`src/rtl/snes_link_pkg.sv`:
```
// Shared definitions for the host/cart command link: opcodes, tx FSM states,
// CRC constants and frame lengths.
package snes_link_pkg;

  localparam logic [7:0]  AWAITING_INIT_CMD = 8'h01;
  localparam logic [7:0]  INITIALIZING_RAM  = 8'h02;

  localparam logic [7:0]  CRC8_POLY  = 8'h07;
  localparam logic [15:0] CRC16_POLY = 16'h1021;
  localparam logic [15:0] CRC16_INIT = 16'hFFFF;

  localparam int FRAME_LEN_CRC8  = 4;
  localparam int FRAME_LEN_CRC16 = 5;

  typedef enum logic [2:0] {
    IDLE,
    SEND_CMD,
    SEND_A1,
    SEND_A2,
    SEND_CRC,
    SEND_CRC_HI,
    SEND_CRC_LO,
    GAP
  } tx_state_e;

endpackage

```
`src/rtl/crc_byte_update.sv`:
```
// Combinational one-byte CRC step, MSB-first, no reflection. Width and
// polynomial are parameters so the receiver's checker can reuse it.
module crc_byte_update #(
  parameter int             W    = 8,
  parameter logic [W-1:0]   POLY = W'(8'h07)
) (
  input  logic [W-1:0] crc_in,
  input  logic [7:0]   data,
  output logic [W-1:0] crc_out
);

  logic [W-1:0] c;

  always_comb begin
    c = crc_in ^ (W'(data) << (W - 8));
    for (int i = 0; i < 8; i++) begin
      c = c[W-1] ? ((c << 1) ^ POLY) : (c << 1);
    end
    crc_out = c;
  end

endmodule

```
`src/rtl/cmd_frame_tx.sv`:
```
// Host-side command frame transmitter: cmd, arg1, arg2, then CRC-8 (or
// CRC-16/CCITT-FALSE high/low when CMD_FRAME_CRC16_EN is defined).
module cmd_frame_tx
  import snes_link_pkg::*;
#(
  parameter int         GAP_CYCLES = 0,
  parameter logic [7:0] CRC8_INIT  = 8'h00
) (
  input  logic       clk,
  input  logic       rst_n,
  input  logic       cmd_valid,
  output logic       cmd_ready,
  input  logic [7:0] cmd,
  input  logic [7:0] arg1,
  input  logic [7:0] arg2,
  output logic [7:0] tx_byte,
  output logic       tx_valid,
  input  logic       tx_ready,
  output logic       frame_sent,
  output logic       busy
);

`ifdef CMD_FRAME_CRC16_EN
  localparam int          CW   = 16;
  localparam logic [15:0] POLY = CRC16_POLY;
  localparam logic [15:0] SEED = CRC16_INIT;
`else
  localparam int          CW   = 8;
  localparam logic [7:0]  POLY = CRC8_POLY;
  localparam logic [7:0]  SEED = CRC8_INIT;
`endif

  // Skip GAP entirely when no idle cycles are requested.
  localparam tx_state_e AFTER_FRAME = (GAP_CYCLES == 0) ? IDLE : GAP;

  tx_state_e     state, state_d;
  logic [7:0]    cmd_q, a1_q, a2_q;
  logic [CW-1:0] crc_q, crc_next;
  logic [7:0]    gap_cnt;
  logic          live;
  logic          last_accept;
  logic          fold;
  logic          accept;
  logic          gap_done;

  crc_byte_update #(.W(CW), .POLY(POLY)) u_crc (
    .crc_in  (crc_q),
    .data    (tx_byte),
    .crc_out (crc_next)
  );

  // live keeps cmd_ready low until the first clock after reset release.
  assign cmd_ready = (state == IDLE) && live;
  assign busy      = (state != IDLE);
  assign accept    = tx_valid && tx_ready;
  assign gap_done  = (int'(gap_cnt) >= GAP_CYCLES - 1);

  always_comb begin
    state_d     = state;
    tx_valid    = 1'b0;
    tx_byte     = 8'h00;
    last_accept = 1'b0;
    fold        = 1'b0;
    case (state)
      IDLE: begin
        if (cmd_valid && cmd_ready) state_d = SEND_CMD;
      end
      SEND_CMD: begin
        tx_valid = 1'b1;
        tx_byte  = cmd_q;
        fold     = 1'b1;
        if (tx_ready) state_d = SEND_A1;
      end
      SEND_A1: begin
        tx_valid = 1'b1;
        tx_byte  = a1_q;
        fold     = 1'b1;
        if (tx_ready) state_d = SEND_A2;
      end
      SEND_A2: begin
        tx_valid = 1'b1;
        tx_byte  = a2_q;
        fold     = 1'b1;
`ifdef CMD_FRAME_CRC16_EN
        if (tx_ready) state_d = SEND_CRC_HI;
`else
        if (tx_ready) state_d = SEND_CRC;
`endif
      end
`ifdef CMD_FRAME_CRC16_EN
      SEND_CRC_HI: begin
        tx_valid = 1'b1;
        tx_byte  = crc_q[15:8];
        if (tx_ready) state_d = SEND_CRC_LO;
      end
      SEND_CRC_LO: begin
        tx_valid = 1'b1;
        tx_byte  = crc_q[7:0];
        if (tx_ready) begin
          last_accept = 1'b1;
          state_d     = AFTER_FRAME;
        end
      end
`else
      SEND_CRC: begin
        tx_valid = 1'b1;
        tx_byte  = crc_q;
        if (tx_ready) begin
          last_accept = 1'b1;
          state_d     = AFTER_FRAME;
        end
      end
`endif
      GAP: begin
        if (gap_done) state_d = IDLE;
      end
      default: state_d = IDLE;
    endcase
  end

  always_ff @(posedge clk or negedge rst_n) begin
    if (!rst_n) begin
      state      <= IDLE;
      live       <= 1'b0;
      frame_sent <= 1'b0;
      cmd_q      <= 8'h00;
      a1_q       <= 8'h00;
      a2_q       <= 8'h00;
      crc_q      <= '0;
      gap_cnt    <= 8'h00;
    end else begin
      state      <= state_d;
      live       <= 1'b1;
      frame_sent <= last_accept;
      if (cmd_valid && cmd_ready) begin
        cmd_q <= cmd;
        a1_q  <= arg1;
        a2_q  <= arg2;
        crc_q <= SEED;
      end else if (accept && fold) begin
        crc_q <= crc_next;
      end
      gap_cnt <= (state == GAP) ? gap_cnt + 8'd1 : 8'h00;
    end
  end

endmodule

```
`config.mk`:
```
export PLATFORM = sky130hd
export DESIGN_NAME = cmd_frame_tx
export DESIGN_NICKNAME = d
export VERILOG_FILES = /design/src/rtl/snes_link_pkg.sv /design/src/rtl/crc_byte_update.sv /design/src/rtl/cmd_frame_tx.sv
export SDC_FILE = /design/constraint.sdc
export NUM_CORES = 1
export LEC_CHECK = 0
export ABC_AREA = 1
export BUFFER_PORTS_ARGS = -buffer_cell sky130_fd_sc_hd__buf_4
export CORE_MARGIN = 2
export CORE_UTILIZATION = 46
export DETAILED_ROUTE_END_ITERATION = 8
export GPL_TIMING_DRIVEN = 0
export PLACE_DENSITY_LB_ADDON = 0.1
export SETUP_SLACK_MARGIN = 0.4
export SLEW_MARGIN = 20
export SYNTH_ARGS = -nofsm -noshare
export SYNTH_HDL_FRONTEND = slang
export SYNTH_HIERARCHICAL = 1
export SYNTH_SLANG_ARGS = --single-unit
```
`constraint.sdc`:
```
create_clock -name clk -period 2 [get_ports clk]
set_input_delay 0.1 -clock clk [delete_from_list [all_inputs] [get_ports clk]]
set_output_delay 0.1 -clock clk [all_outputs]
set_load 0.01 [all_outputs]
```
==> flow_summary.ini, run 1 <==
[outcome]
run_status = complete, but fails checks
violations = setup timing

[timing]
fin_skew_ns = 0.00618
finalCritPeriodShare_pct = 101
grt_setup_unrepaired = yes
fin_crit_ns = 2.02
hold_viol_final = 0
drv_slew = 0
timing.hold.ws_ns = 0.000445
setup_violations = 2
clock.fmax_ghz = 0.496
finalWorstSetupSlack_ns = -0.0150

[floorplanning]
pin_count = 40
core_area_mm2 = 0.00441
die-area_mm2 = 0.00518
placementRows = 24
fp.dieW_um = 72.0
die_height_um = 72.0
initial_utilization_pct = 48.2

[synthesis]
synthArstFlopShare_pct = 100
syn_avg_cell_area_um2 = 7.31
synth-edff-count = 0
ys_warn_count = 6
synth.distinct_cells = 23
synth_seq_area_share_pct = 43.6
ys_ff_latch = 37
synthFlopType = dfrtp_1
synth_nets = 319
syn-cell-area_mm2 = 0.00213
synth_cells = 291

[route]
vias_per_cell = 4.99
drc = 0
drt-initial-drc-count = 124
routedWlPerCell_um = 13.9
first_pass_iters = 4
route.antenna.remaining_nets = 0
finalWirelength_mm = 6.03
via_count = 2165

[worst_setup_path]
cp_max_fo = 5
worstSetupEndpointType = flop
worstPathArrival_ns = 2.24
worst-setup-path-type = flop to flop
crit_path_start_kind = flop
worst_ep_required_time_ns = 2.22

[placement]
hpwl_mm = 3.73
place_ws_ns = -0.0909
gp_congestion = 0.832
io_buffers = 39

[global_route]
antenna_found_initial = 0
grt_pass1_wl_mm = 9.63
grt_pass1_vias = 2059
grt_max_degree = 38
grt_use_total_pct = 24.3
grt_overflow = 0

[cts]
numCtsBuffers = 5
clock_sinks = 37
tritoncts = done
clk_path_buf_depth = 2
h-tree-depth = 2
clk_pin_slew_worst_paths_ns = 0.08
cts_root_buf = clkbuf_8
clk_latency_ns = 0.30

[min_path]
hp-class = primary input to flop

[pwr]
powerDensity_mw_per_mm2 = 1980
p_sw_mw = 2.96
clkPwrFrac_pct = 8.9
sw_frac_of_total_pct = 46.8
leakagePower_nw = 1.67
power_frac_comb_pct = 69.5
p_int_mw = 3.36
pwr-share-seq_pct = 21.6
ir_drop_mv = 0.823

[final_layout]
antennaDiodeCount = 0
area_delta_synth_final_pct = 50.2
drive_above_1_share_pct = 37.4
nNetsFinal = 409

[job]
cap_violations = 0
sequential cells by signal, indices dropped and copies added, names as in the netlist:
name / count
a1_q: 8
a2_q: 8
cmd_q: 8
crc_q: 8
frame_sent: 1
live: 1
state: 3
per-stage QoR:
step	instances	instance area [um2]	utilization [%]	total power [mW]	setup TNS (ns)
floorplan	291	2160	-	3.65	0
global placement	382	2520	57.1	4.35	-0.0604
detailed placement	382	2520	57.1	4.43	-0.282
CTS	425	3010	68.1	5.65	0
global route	434	3190	72.3	6.80	-0.594
finish	434	3190	72.3	6.32	-0.0166
critical path, cell delays in order (launching register included):
cell and delay (ns):
dfrtp_2 0.43, buf_4 0.15, nor2_4 0.13, buf_6 0.14
nand3_1 0.07, nand4_1 0.17, buf_4 0.16, nand2_2 0.06
nand2_4 0.08, nand2_2 0.08, nand2_2 0.06, nand2_1 0.06
nand2_2 0.09, nand2_1 0.05, nand2_1 0.06, inv_1 0.04
o21ai_1 0.10
worst paths after layout:
check / cells past startpoint / start / slack (ns) / end
max in group asynchronous: 2 / rst_n / 1.36 / state[2]$_DFFE_PN0P_
min reg2reg: 2 / cmd_q[4]$_DFFE_PN0P_ / 0.49 / cmd_q[4]$_DFFE_PN0P_
max: 16 / state[2]$_DFFE_PN0P_ / -0.02 / crc_q[2]$_DFFE_PN0P_
min in group asynchronous: 2 / rst_n / 0.30 / cmd_q[5]$_DFFE_PN0P_
min: 3 / arg1[0] / 0.0004 / a1_q[0]$_DFFE_PN0P_
max reg2reg: 16 / state[2]$_DFFE_PN0P_ / -0.02 / crc_q[2]$_DFFE_PN0P_
routing by layer:
metal  part of all wire (%)  global-route usage, %  vias up
li1                       -                      -     1092
met1                     43                   31.7     1006
met2                     52                   40.9       59
met3                    4.4                   4.58        8
met4                    1.3                   8.18        0
met5                      0                      0        -
synthesized netlist by cell type, types with 3 or more instances:
cell | count | area [um2]
nor2_1 | 6 | 22.5
nand2_2 | 4 | 25.0
xnor2_1 | 5 | 43.8
nand4_1 | 9 | 56.3
dfrtp_1 | 37 | 926
buf_2 | 6 | 30.0
inv_1 | 25 | 93.8
nor2_2 | 3 | 18.8
xor2_1 | 3 | 26.3
inv_2 | 3 | 11.3
o21ai_1 | 9 | 45.0
nand2_1 | 136 | 510
nand3_1 | 31 | 155
area by class of cell:
| class | instances | area (um2) |
|---|---|---|
| buffer | 10 | 86.3 |
| fill | 376 | 1220 |
| clock inverter | 2 | 13.8 |
| multi-input combinational | 217 | 1210 |
| tap | 52 | 65.1 |
| inverter | 28 | 115 |
| timing repair buffer | 82 | 692 |
| sequential | 37 | 928 |
| clock buffer | 6 | 82.6 |
power groups by stage:
stage | clock [mW] | combinational (mW) | sequential [mW]
floorplan | 0 | 2.37 | 1.28
global placement | 0 | 3.03 | 1.33
detailed placement | 0 | 3.09 | 1.34
CTS | 0.570 | 3.74 | 1.34
global route | 0.607 | 4.79 | 1.41
finish | 0.563 | 4.39 | 1.36
cell families after synthesis:
group           synth area share (%)
flops                           43.6
xor+xnor                        5.59
other cells                    0.176
simple gates                    40.0
compound gates                  2.59
buf+inv                         8.12
what timing repair did:
item                       4_1_cts  5_1_grt
buffers inserted                19        8
setup endpoints to repair       17       19
pin swaps                       33       28
gates resized for setup         21       36
hold endpoints to repair        51        0
gates cloned                     1        1
hold buffers                    15        0
cells in the final DEF, fill, tap and decap left out, types with 2 or more instances in the layout:
cell type | Yosys | routed
nand2_1 | 136 | 120
buf_4 | 2 | 61
dfrtp_1 | 37 | 35
nand3_1 | 31 | 27
nand2_2 | 4 | 17
inv_1 | 25 | 17
dlygate4sd3_1 | 0 | 15
buf_6 | 2 | 12
nand4_1 | 9 | 9
inv_2 | 3 | 8
nor2_4 | 1 | 6
o21ai_1 | 9 | 6
clkbuf_8 | 0 | 6
xnor2_2 | 2 | 5
nand2_4 | 1 | 4
nand3_2 | 0 | 4
nor2_1 | 6 | 4
buf_2 | 6 | 3
o21ai_2 | 0 | 3
inv_4 | 0 | 2
o21ai_0 | 2 | 2
dfrtp_2 | 0 | 2
xor2_1 | 3 | 2
Note: power is estimated with default switching activity, not from simulation.
==> inputs of run 2 (changes only) <==
--- a/config.mk
+++ b/config.mk
@@ -11,7 +11,7 @@
 export CORE_UTILIZATION = 46
 export DETAILED_ROUTE_END_ITERATION = 8
 export GPL_TIMING_DRIVEN = 0
-export PLACE_DENSITY_LB_ADDON = 0.1
+export PLACE_DENSITY = 0.69
 export SETUP_SLACK_MARGIN = 0.4
 export SLEW_MARGIN = 20
 export SYNTH_ARGS = -nofsm -noshare
==> run 2 against run 1 <==
Effect of this change:
- the run still ends with setup timing left
- flip-flop and latch count did not move
- combinational power barely moved
- critical path depth fell by 2
- register-to-register slack got worse by 0.09 ns
- sequential power barely moved
- die area did not move
- non-clock buffer count rose by 4
- utilization fell by 0.74 points
- critical endpoint is now crc_q[5]$_DFFE_PN0P_
- largest cell class unchanged
- highest routed layer unchanged
==> flow_summary.ini, run 2 (same netlist as run 1, synthesis figures left out) <==
[placement]
place_ws_ns = -0.0530
placedCellCount = 382
io_buffers = 39
hpwl_mm = 3.62
dpl-instance-area_mm2 = 0.00252
gp_congestion = 0.925

[cts]
clk_pin_slew_worst_paths_ns = 0.08
clock_sinks = 37
h-tree-depth = 2
numCtsBuffers = 5
clk_path_buf_depth = 2
cts_root_buf = clkbuf_8
clk_latency_ns = 0.29
tritoncts = done

[floorplanning]
placementRows = 24
pin_count = 40
fp.dieW_um = 72.0
die-area_mm2 = 0.00518
core_area_mm2 = 0.00441
initial_utilization_pct = 48.2
die_height_um = 72.0

[worst_setup_path]
crit_family = simple AND/OR/NAND/NOR gates
worst-setup-path-type = flop to flop
crit_path_start_kind = flop
worst_ep_required_time_ns = 2.19
worstPathArrival_ns = 2.29
worstSetupEndpointType = flop
r2r-start = state[2]$_DFFE_PN0P_
cp_num_buf_inv = 5
slowest_delay_ns = 0.46
path_cells = inv_2 > nand2_4 > nor2_4 > buf_4 > buf_6 > nand2_1 > nand4_1 > xnor2_2 > xnor2_2 > inv_1 > nand2_1 > nand2_1 > inv_1 > o21ai_1
crit_start = state[2]$_DFFE_PN0P_
cp_max_fo = 6
cp_common_cell = nand2_1
cp_slowest_cell = dfrtp_2

[timing]
setup_violations = 6
finalWorstSetupSlack_ns = -0.105
clock.fmax_ghz = 0.475
finalCritPeriodShare_pct = 105
setup_tns_ns = -0.430
drv_slew = 0
fin_crit_ns = 2.11
fin_skew_ns = 0.00980
hold_viol_final = 0
grt_setup_unrepaired = yes

[route]
vias_per_cell = 5.13
first_pass_iters = 4
routedWlPerCell_um = 14.1
drc = 0
route.antenna.remaining_nets = 0
drt-initial-drc-count = 178
via_count = 2248
finalWirelength_mm = 6.17

[outcome]
run_status = complete, but fails checks
violations = setup timing

[global_route]
grt_use_total_pct = 23.5
antenna_found_initial = 0
grt_pass1_wl_mm = 9.54
grt_pass1_vias = 2112
grt_max_degree = 38
grt_overflow = 0

[pwr]
p_int_mw = 3.36
power.total_mw = 6.30
leakagePower_nw = 1.68
pwr-share-seq_pct = 21.6
sw_frac_of_total_pct = 46.7
power_frac_comb_pct = 70.1
ir_drop_mv = 0.675
p_sw_mw = 2.94
powerDensity_mw_per_mm2 = 1990
clkPwrFrac_pct = 8.3

[final_layout]
final_cell_mix = nand2_1, buf_4, dfrtp_1
nNetsFinal = 413
final_cells = 438
multiInputGateArea_mm2 = 0.00117
fin_area_mm2 = 0.00316
area_delta_synth_final_pct = 48.7
final-seq-area_um2 = 928
n_fill_cell = 358
final_common_cell = nand2_1
antennaDiodeCount = 0
drive_above_1_share_pct = 37.8

[min_path]
hold_start = arg2[3]
hp-class = primary input to flop

[job]
cap_violations = 0
run 2: changes by cell type in the layout (fill, tap and decap cells not counted), sizes merged:
cell         previous run  this run
clkbuf                  6         8
dlygate4sd3            15         8
buf                    77        87
clkinvlp                0         1
clkinv                  2         0
run 2: worst reg2reg max path: stages (launching register included):
cell and delay (ns):
dfrtp_2 0.46, inv_2 0.11, nand2_4 0.08, nor2_4 0.21, buf_4 0.15, buf_6 0.09, nand2_1 0.05, nand4_1 0.16
xnor2_2 0.17, xnor2_2 0.18, inv_1 0.10, nand2_1 0.09, nand2_1 0.06, inv_1 0.05, o21ai_1 0.05
run 2: timing repair:
item,4_1_cts,5_1_grt
pin swaps,19,30
setup buffers,21,17
endpoints found under the setup margin,17,21
gates resized for setup,11,36
hold endpoints to repair,43,1
hold buffers,7,1
cloned,1,1
run 2: layout make-up:
cell class	count	area share, %
Multi-Input combinational cell	217	37.1
Sequential cell	37	29.4
Timing Repair Buffer	86	22.7
Inverter	28	3.40
Buffer	10	2.73
Clock buffer	7	2.41
Tap cell	52	2.06
Clock inverter	1	0.238
run 2: worst paths after layout:
check                                       end  slack (ns)  depth (start not counted)
max                        crc_q[5]$_DFFE_PN0P_       -0.11                         14
min                         a2_q[3]$_DFFE_PN0P_       0.002                          3
max reg2reg                crc_q[5]$_DFFE_PN0P_       -0.11                         14
min reg2reg                cmd_q[5]$_DFFE_PN0P_        0.49                          2
max in group asynchronous  state[2]$_DFFE_PN0P_        1.33                          2
min in group asynchronous        live$_DFF_PN0_        0.31                          2
run 2: power by group through the flow:
stage	Clock (mW)	Combinational, mW	Sequential [mW]
floorplan	0	2.37	1.28
global route	0.558	4.80	1.40
detailed placement	0	3.05	1.35
CTS	0.529	3.58	1.34
global placement	0	3.00	1.34
finish	0.521	4.41	1.36
run 2: through the flow:
stage          util (%)  hold slack [ns]
6_report           71.6          0.00162
5_1_grt            71.6          0.00932
4_1_cts            65.4          0.00287
3_5_place_dp       57.1           0.0981
3_3_place_gp       57.1           0.0952
2_1_floorplan         -           -0.196
run 2: routing by layer:
metal	global-route usage [%]	vias to the layer above	share of wire (%)	routed length, um
li1	-	1095	-	-
met1	31.2	1052	43	2660
met2	38.4	88	50	3070
met3	5.83	13	5.3	326
met4	6.92	0	1.8	114
met5	0	-	0	0
